<file path="src/rtl/ram_access_ctrl_if.sv">
// Bus bundle between the load/store stage, the access controller
// and the word-wide on-chip RAM wrapper.
interface ram_access_ctrl_if #(
    parameter int ADDR_W = 14
);
    logic              req;
    logic              wen;
    logic [31:0]       addr;
    logic [1:0]        size;
    logic              load_unsigned;
    logic [31:0]       wdata;
    logic              busy;
    logic              done;
    logic              err;
    logic [31:0]       rdata;
    logic [ADDR_W-1:0] ram_addr;
    logic [31:0]       ram_store;
    logic              ram_wen;
    logic [31:0]       ram_load;

    modport slave (
        input  req, wen, addr, size, load_unsigned, wdata, ram_load,
        output busy, done, err, rdata, ram_addr, ram_store, ram_wen
    );

    modport master (
        output req, wen, addr, size, load_unsigned, wdata, ram_load,
        input  busy, done, err, rdata, ram_addr, ram_store, ram_wen
    );
endinterface

</file>
<file path="src/rtl/ram_access_ctrl.sv">
// RV32 load/store sequencer for a word-only RAM with 1-cycle read latency.
// Sub-word stores use read-modify-write; loads are lane-extracted and extended.
module ram_access_ctrl #(
    parameter int ADDR_W = 14
) (
    input  logic               CLK,
    input  logic               nRST,
    ram_access_ctrl_if.slave   bus
);
    typedef enum logic [2:0] {
        IDLE,
        RD,
        RDW,
        WR,
        DONE
    } state_t;

    state_t            r_state;
    state_t            w_next;

    logic              r_wen;
    logic [1:0]        r_lane;
    logic [1:0]        r_size;
    logic              r_uns;
    logic [15:0]       r_wdata;
    logic              r_err;
    logic [31:0]       r_rdata;
    logic [ADDR_W-1:0] r_ram_addr;
    logic [31:0]       r_ram_store;
    logic              r_ram_wen;

    logic              w_illegal;
    logic              w_accept;
    logic [7:0]        w_byte;
    logic [15:0]       w_half;
    logic [31:0]       w_ext;
    logic [31:0]       w_merge;

    assign w_accept = (r_state == IDLE) && bus.req;

    // Classify the incoming request: bad size or misaligned half/word
    always_comb begin
        w_illegal = 1'b0;
        unique case (bus.size)
            2'b00:   w_illegal = 1'b0;
            2'b01:   w_illegal = bus.addr[0];
            2'b10:   w_illegal = (bus.addr[1:0] != 2'b00);
            default: w_illegal = 1'b1;
        endcase
    end

    // Lane extraction and sign/zero extension of the RAM read word
    always_comb begin
        w_byte = bus.ram_load[{r_lane, 3'b000} +: 8];
        w_half = bus.ram_load[{r_lane[1], 4'b0000} +: 16];
        w_ext  = bus.ram_load;
        unique case (r_size)
            2'b00:   w_ext = {{24{~r_uns & w_byte[7]}}, w_byte};
            2'b01:   w_ext = {{16{~r_uns & w_half[15]}}, w_half};
            default: w_ext = bus.ram_load;
        endcase
    end

    // Merge the store byte/half into the word just read back
    always_comb begin
        w_merge = bus.ram_load;
        if (r_size == 2'b00) begin
            w_merge[{r_lane, 3'b000} +: 8] = r_wdata[7:0];
        end else begin
            w_merge[{r_lane[1], 4'b0000} +: 16] = r_wdata;
        end
    end

    // State register
    always_ff @(posedge CLK or negedge nRST) begin
        if (!nRST) begin
            r_state <= IDLE;
        end else begin
            r_state <= w_next;
        end
    end

    // Next-state decode
    always_comb begin
        w_next = r_state;
        unique case (r_state)
            IDLE: begin
                if (bus.req) begin
                    if (w_illegal) begin
                        w_next = DONE;
                    end else if (bus.wen && bus.size == 2'b10) begin
                        w_next = WR;
                    end else begin
                        w_next = RD;
                    end
                end
            end
            RD:      w_next = RDW;
            RDW:     w_next = r_wen ? WR : DONE;
            WR:      w_next = DONE;
            DONE:    w_next = IDLE;
            default: w_next = IDLE;
        endcase
    end

    // Request latches, RAM drive registers and load result
    always_ff @(posedge CLK or negedge nRST) begin
        if (!nRST) begin
            r_wen       <= 1'b0;
            r_lane      <= 2'b00;
            r_size      <= 2'b00;
            r_uns       <= 1'b0;
            r_wdata     <= '0;
            r_err       <= 1'b0;
            r_rdata     <= '0;
            r_ram_addr  <= '0;
            r_ram_store <= '0;
            r_ram_wen   <= 1'b0;
        end else begin
            unique case (r_state)
                IDLE: begin
                    if (w_accept) begin
                        r_wen   <= bus.wen;
                        r_lane  <= bus.addr[1:0];
                        r_size  <= bus.size;
                        r_uns   <= bus.load_unsigned;
                        r_wdata <= bus.wdata[15:0];
                        r_err   <= w_illegal;
                        if (!w_illegal) begin
                            r_ram_addr <= bus.addr[ADDR_W+1:2];
                            if (bus.wen && bus.size == 2'b10) begin
                                r_ram_store <= bus.wdata;
                                r_ram_wen   <= 1'b1;
                            end
                        end
                    end
                end
                RDW: begin
                    if (r_wen) begin
                        r_ram_store <= w_merge;
                        r_ram_wen   <= 1'b1;
                    end else begin
                        r_rdata <= w_ext;
                    end
                end
                WR: begin
                    r_ram_wen <= 1'b0;
                end
                default: begin
                end
            endcase
        end
    end

    assign bus.busy      = (r_state != IDLE);
    assign bus.done      = (r_state == DONE);
    assign bus.err       = (r_state == DONE) && r_err;
    assign bus.rdata     = r_rdata;
    assign bus.ram_addr  = r_ram_addr;
    assign bus.ram_store = r_ram_store;
    assign bus.ram_wen   = r_ram_wen;
endmodule

</file>
<file path="src/flat_wrapper.sv">
// flat-port wrapper written by rule: the top's interface ports become plain ports
module ram_access_ctrl_flat 
#(
    parameter int ADDR_W = 14
)
  (CLK, nRST, bus_req, bus_wen, bus_addr, bus_size, bus_load_unsigned, bus_wdata, bus_ram_load, bus_busy, bus_done, bus_err, bus_rdata, bus_ram_addr, bus_ram_store, bus_ram_wen);
  ram_access_ctrl_if #(.ADDR_W(ADDR_W)) bus_i ();
  input  logic CLK;
  input  logic nRST;
  input wire logic [$bits(bus_i.req)-1:0] bus_req;
  input wire logic [$bits(bus_i.wen)-1:0] bus_wen;
  input wire logic [$bits(bus_i.addr)-1:0] bus_addr;
  input wire logic [$bits(bus_i.size)-1:0] bus_size;
  input wire logic [$bits(bus_i.load_unsigned)-1:0] bus_load_unsigned;
  input wire logic [$bits(bus_i.wdata)-1:0] bus_wdata;
  input wire logic [$bits(bus_i.ram_load)-1:0] bus_ram_load;
  output wire logic [$bits(bus_i.busy)-1:0] bus_busy;
  output wire logic [$bits(bus_i.done)-1:0] bus_done;
  output wire logic [$bits(bus_i.err)-1:0] bus_err;
  output wire logic [$bits(bus_i.rdata)-1:0] bus_rdata;
  output wire logic [$bits(bus_i.ram_addr)-1:0] bus_ram_addr;
  output wire logic [$bits(bus_i.ram_store)-1:0] bus_ram_store;
  output wire logic [$bits(bus_i.ram_wen)-1:0] bus_ram_wen;
  assign bus_i.req = bus_req;
  assign bus_i.wen = bus_wen;
  assign bus_i.addr = bus_addr;
  assign bus_i.size = bus_size;
  assign bus_i.load_unsigned = bus_load_unsigned;
  assign bus_i.wdata = bus_wdata;
  assign bus_i.ram_load = bus_ram_load;
  assign bus_busy = bus_i.busy;
  assign bus_done = bus_i.done;
  assign bus_err = bus_i.err;
  assign bus_rdata = bus_i.rdata;
  assign bus_ram_addr = bus_i.ram_addr;
  assign bus_ram_store = bus_i.ram_store;
  assign bus_ram_wen = bus_i.ram_wen;
  ram_access_ctrl #(.ADDR_W(ADDR_W)) u_core (.CLK(CLK), .nRST(nRST), .bus(bus_i));
endmodule
</file>
<file path="config.mk">
export PLATFORM = sky130hd
export DESIGN_NAME = ram_access_ctrl_flat
export DESIGN_NICKNAME = d
export VERILOG_FILES = /design/src/rtl/ram_access_ctrl_if.sv /design/src/rtl/ram_access_ctrl.sv /design/src/flat_wrapper.sv
export SDC_FILE = /design/constraint.sdc
export NUM_CORES = 1
export LEC_CHECK = 0
export CAP_MARGIN = 5
export CORE_AREA = 3 3 118 120
export CTS_CLUSTER_SIZE = 14
export DETAILED_ROUTE_END_ITERATION = 6
export DIE_AREA = 0 0 121 123
export PLACE_DENSITY = 0.76
export REMOVE_ABC_BUFFERS = 1
export SYNTH_ARGS = -nofsm -noshare
export SYNTH_HDL_FRONTEND = slang
export SYNTH_SLANG_ARGS = --single-unit
</file>
<file path="constraint.sdc">
create_clock -name CLK -period 2.9 [get_ports CLK]
set_clock_uncertainty 0.05 [all_clocks]
set_input_delay 0.58 -clock CLK [delete_from_list [all_inputs] [get_ports CLK]]
set_output_delay 0.58 -clock CLK [all_outputs]
set_load 0.01 [all_outputs]
</file>
**After elaboration in Yosys (flattened, before gate mapping)**

Cells that the tools add are included.

- Bits in registers: 105
- Input port bits: 103
- Output and inout port bits: 82
- Logic and storage cells: 71

- Add/sub/neg operators: 2
- Equal/unequal tests: 12
- Shift-type cells: 6
- Mux-type cells: 20
- Bitwise operators: 5
- Reductions and logical operators: 15

Operator list:

| cell | number |
|---|---|
| $mux W32 | 5 |
| $pmux W32 S2 | 2 |
| $bwmux W32 | 2 |
| $shift A16 B7 Y32 const A | 1 |
| $shift A8 B7 Y32 const A | 1 |
| $shiftx A16 B7 Y32 | 1 |
| $shiftx A32 B6 Y16 | 1 |
| $shiftx A32 B6 Y8 | 1 |
| $shiftx A8 B7 Y32 | 1 |
| $neg A5 Y7 | 2 |
| $pmux W3 S4 | 1 |
| $reduce_and A5 Y1 | 2 |
| $mux W3 | 3 |
| $eq A3 B2 Y1 const B | 2 |
| $ne A2 B2 Y1 const B | 3 |
| $pmux W1 S3 | 2 |
| $reduce_bool A3 Y1 | 2 |
| $eq A2 B1 Y1 const B | 2 |
| $logic_not A2 Y1 | 2 |
| $mux W1 | 4 |
| $ne A2 B1 Y1 const B | 2 |
| $reduce_and A2 Y1 | 2 |
| $reduce_bool A2 Y1 | 2 |
| $eq A3 B1 Y1 const B | 1 |
| other kinds (8) | 13 |

**Longest topological paths before layout**

- Word-level depth: 6
- Depth in mapped cells: 9
- Mapped depth without buffers: 6

**Worst setup path after synthesis**

No wires, ideal clock.

- Path kind: register -> register
- Start: register u_core.r_lane[1]
- End: register u_core.r_ram_store[16] (netlist: u_core.bus.ram_store[16])
- Library setup time: 0.125 ns
- Arrival time: 2.424 ns
- Data required time: 2.725 ns
- Path slack: 0.301 ns
- Cell stages (with the launch flop): 10
- Buffers on the path: 3
- Period minus slack after synthesis: 2.599 ns
- Path through: dfrtp_1 -> buf_2 -> inv_1 -> clkbuf_1 -> ha_1 -> and3b_1 -> buf_1 -> a311o_1 -> a22o_1 -> mux2_4

- Word-level cells in the longest chain between the ends: 6
- Elaborated cells on any way between the ends: 11

Ends and longest elaborated chain:

| element | RTL line | RTL |
|---|---|---|
| start, declared | ram_access_ctrl.sv:22 | `logic [1:0] r_lane;` |
| start signal, assigned | ram_access_ctrl.sv:124 | `r_lane <= bus.addr[1:0];` |
| $neg A5 Y7 (on tied branches) | ram_access_ctrl.sv:70, ram_access_ctrl.sv:68 |  |
| $shiftx A16 B7 Y32, or another cell as far along | ram_access_ctrl.sv:70 | `w_merge[{r_lane[1], 4'b0000} +: 16] = r_wdata;` |
| $bwmux W32 (on tied branches) | ram_access_ctrl.sv:70, ram_access_ctrl.sv:68 |  |
| $mux W32 (*) | ram_access_ctrl.sv:67 | `if (r_size == 2'b00) begin` |
| $mux W32 (*) | ram_access_ctrl.sv:139 | `if (r_wen) begin` |
| $pmux W32 S2 (*) | ram_access_ctrl.sv:120 | `unique case (r_state)` |
| end signal, assigned | ram_access_ctrl.sv:132 | `r_ram_store <= bus.wdata;` |
| end signal, assigned | ram_access_ctrl.sv:140 | `r_ram_store <= w_merge;` |
| end, declared | ram_access_ctrl.sv:29 | `logic [31:0] r_ram_store;` |

Mark *: on every way between the ends. The rest lies on a longest branch, timed or not. The select of a mux whose other input is x is not followed.
A chain may end at the register's enable or synchronous reset.

**Worst setup path in the final report**

- Start: register u_core.r_state[0]
- End: output port bus_busy

- Word-level cells in the longest chain between the ends: 1

Ends and longest elaborated chain:

| element | RTL line | RTL |
|---|---|---|
| start, declared | ram_access_ctrl.sv:18 | `state_t r_state;` |
| start signal, assigned | ram_access_ctrl.sv:79 | `r_state <= w_next;` |
| $reduce_bool A3 Y1 | ram_access_ctrl.sv:155 | `assign bus.busy = (r_state != IDLE);` |
| end, declared | flat_wrapper.sv:17 | `output wire logic [$bits(bus_i.busy)-1:0] bus_busy;` |

Every way passes these cells.

==> metrics.cfg <==
[outcome]
status=completed

[drt]
route.met3.wl_microns=1543
drt_iter0_drc=320
routedWlPerCell_microns=20.93
routed_wl_microns=19130
drt_pre_antenna_iters=5
wl_met1_microns=8064
vias=5570
drt.antenna.violating_nets=0
wl_met2_microns=9008
routed_via_density=6.094
top_layer=met4
drcViolationCount=0

[timing]
worst_pin_slew_ns=1.036
drv_slew=0
rsz0062_at_grt=false
period_share_pct=82.48
setup_tns_ns=0
relSlewSlack_pct=30.65
max_freq_ghz=0.4181
hold_viol_final=0
setup-violations-final=0
whs_ns=0.08077
min_period_ns=2.392

[run]
maxCapViolations=0

[synth]
synth_compound_area_share_pct=22.80
synth_top_family_by_area=compound AO/OA/AOI/OAI gates
synth.avg_cell_area_sq_um=10.58
yosysSeqAreaShare_pct=42.30
synth_warnings=0
synthSimpleGateAreaFrac_pct=11.02
synth_area_leaders=dfrtp_1, mux2_2, mux2i_1, mux2_4, a21oi_1
yosysTopAreaCell=dfrtp_1
synth-seq-cells=105
synth_edf_count=0
synth_xor_area_share_pct=0
yosysUniqueCellTypes=50
synthMuxAreaShare_pct=17.41
synth_most_common_cell=dfrtp_1
synth_fa_ha_area_share_pct=1.007
yosys.area.top_type_share_pct=42.30
synth_area_sq_mm=0.006211
synth-async-reset-ratio_pct=100.0
synth_common_cells=dfrtp_1, a21oi_1, mux2i_1, nand2_1, mux2_2
synth_flop_cell=dfrtp_1
synthCells=587

[worst_setup_path]
arrival_ns=1.76
worst_setup_path_end_kind=primary output
required_ns=2.27
crit_fanout=9
path_class=reg -> out
setup.worst_path.start_class=flip-flop

[cts]
cts_buffers=9
cts_root_buf=clkbuf_16
cts_htree_levels=3
cts.clk_slew.worst_paths_ns=0.07
cts_hold_buf=0
clock-sinks=105
insertion_delay_ns=0.35
cts_tree=built
post_cts_resized=0
post_cts_buffers=0
clock_path_buffers=2

[global_route]
grt_pass1_wl_microns=30100
antenna_found_initial=0
track_usage_pct=25.79
grt_pass1_vias=5620
grt-ovfl-total=0
grt_max_degree=67

[floorplanning]
die_y_microns=123
num_rows=42
io_pins=185
start_util_pct=47.47
die_area_sq_mm=0.01488
dieWidth_microns=121
fp.coreArea_sq_mm=0.01309

[power_and_ir_drop]
total_power_w=0.009581
leakagePower_nw=3.439
cellPowerDensity_mw_per_mm2=1151
peakVddDrop_mv=0.4540

[layout]
fin_area_sq_mm=0.008324
nets=841
num_antenna_cells=0
area_growth_pct=34.02
drive_gt1_share_pct=12.87

[place]
placed_area_sq_mm=0.008001
gp_congestion=0.9112
dp_hpwl_microns=13450
port_buffers=168

[hold_path]
hp-class=in -> async

## kinds of logic (layout without fill, tap and decap cells)
family / count (synthesis) / in the layout
simple gates: 124 / 124
compound gates: 198 / 198
buf+inv: 62 / 213
mux: 93 / 93
fa+ha+maj: 5 / 5
flops: 105 / 105
## where the power goes
| part | internal (W) | switching, W |
|---|---|---|
| Sequential | 0.00221 | 0.000646 |
| Combinational | 0.00279 | 0.00260 |
| Clock | 0.000783 | 0.000548 |
| Total | 0.00578 | 0.00380 |
## worst max-delay path, stage by stage, from the launching register on
cell and delay (ns):
dfrtp_1 0.47, or3_4 0.46, clkdlybuf4s50_1 0.49
## stage by stage
stage	utilization (%)	std cells	setup slack [ns]
finish	63.62	914	0.5081
global route	63.62	914	0.3803
CTS	63.62	914	0.4937
detailed placement	61.15	898	0.2288
global placement	61.15	898	0.2843
floorplan	-	536	-0.9918
## cells in the final DEF, fill, tap and decap left out, types with 2 or more instances in the layout
cell and count:
a22o_1 29, a21oi_1 58, and2_1 9, a221o_1 15, ha_1 5, mux2i_1 33, nor2_1 26, nor3_1 3
dfrtp_1 104, a31oi_1 10, a21o_1 3, mux2_2 30, buf_12 4, o21ai_1 14, and3b_1 10, buf_4 15
a311o_1 16, clkdlybuf4s50_1 167, clkbuf_1 2, or3_1 2, o21ai_0 17, clkbuf_16 9, mux2_4 20, a221oi_1 7
nand2b_1 9, mux2_1 10, o32a_1 2, a222oi_1 4, nor2b_1 10, inv_1 10, nand4_1 8, nand2_1 33
a211oi_1 18, nor3_2 2, bufinv_16 2, nor2_4 2
## path summary, 6_finish.rpt
| kind | from | to | slack [ns] | cells after the start |
|---|---|---|---|---|
| max reg2reg | u_core.r_size[1]$_DFFE_PN0P_ | u_core.bus.ram_store[9]$_DFFE_PN0P_ | 0.55 | 4 |
| min in group CLK | u_core.bus.rdata[1]$_DFFE_PN0P_ | u_core.bus.rdata[1]$_DFFE_PN0P_ | 0.44 | 2 |
| min | nRST | u_core.r_err$_DFFE_PN0P_ | 0.08 | 1 |
| max in group asynchronous | nRST | u_core.r_lane[1]$_DFFE_PN0P_ | 1.99 | 2 |
| min reg2reg | u_core.bus.rdata[1]$_DFFE_PN0P_ | u_core.bus.rdata[1]$_DFFE_PN0P_ | 0.44 | 2 |
| max | u_core.r_state[0]$_DFFE_PN0P_ | bus_busy | 0.51 | 2 |
## metal layers
layer | up-vias | track usage (%)
met5 | - | 0
met4 | 0 | 9.419
met3 | 39 | 5.489
met2 | 289 | 42.13
met1 | 2736 | 34.00
li1 | 2506 | -
## area by class of cell
class / instances / area (sq um)
clock buffer: 12 / 246.5
clock inverter: 4 / 76.32
fill: 1003 / 4761
inverter: 11 / 41.29
multi-input combinational: 420 / 3247
sequential: 105 / 2629
tap: 176 / 220.2
timing repair buffer: 186 / 1864
## sequential cells by signal, summed over array words and instances, names as in the netlist
register	count
u_core.r_err	1
u_core.r_uns	1
u_core.r_lane	2
u_core.bus.ram_addr	14
u_core.r_state	3
u_core.r_wdata	16
u_core.r_wen	1
u_core.bus.ram_wen	1
u_core.bus.ram_store	32
u_core.r_size	2
u_core.bus.rdata	32
Power figures use the tool's default switching activity.
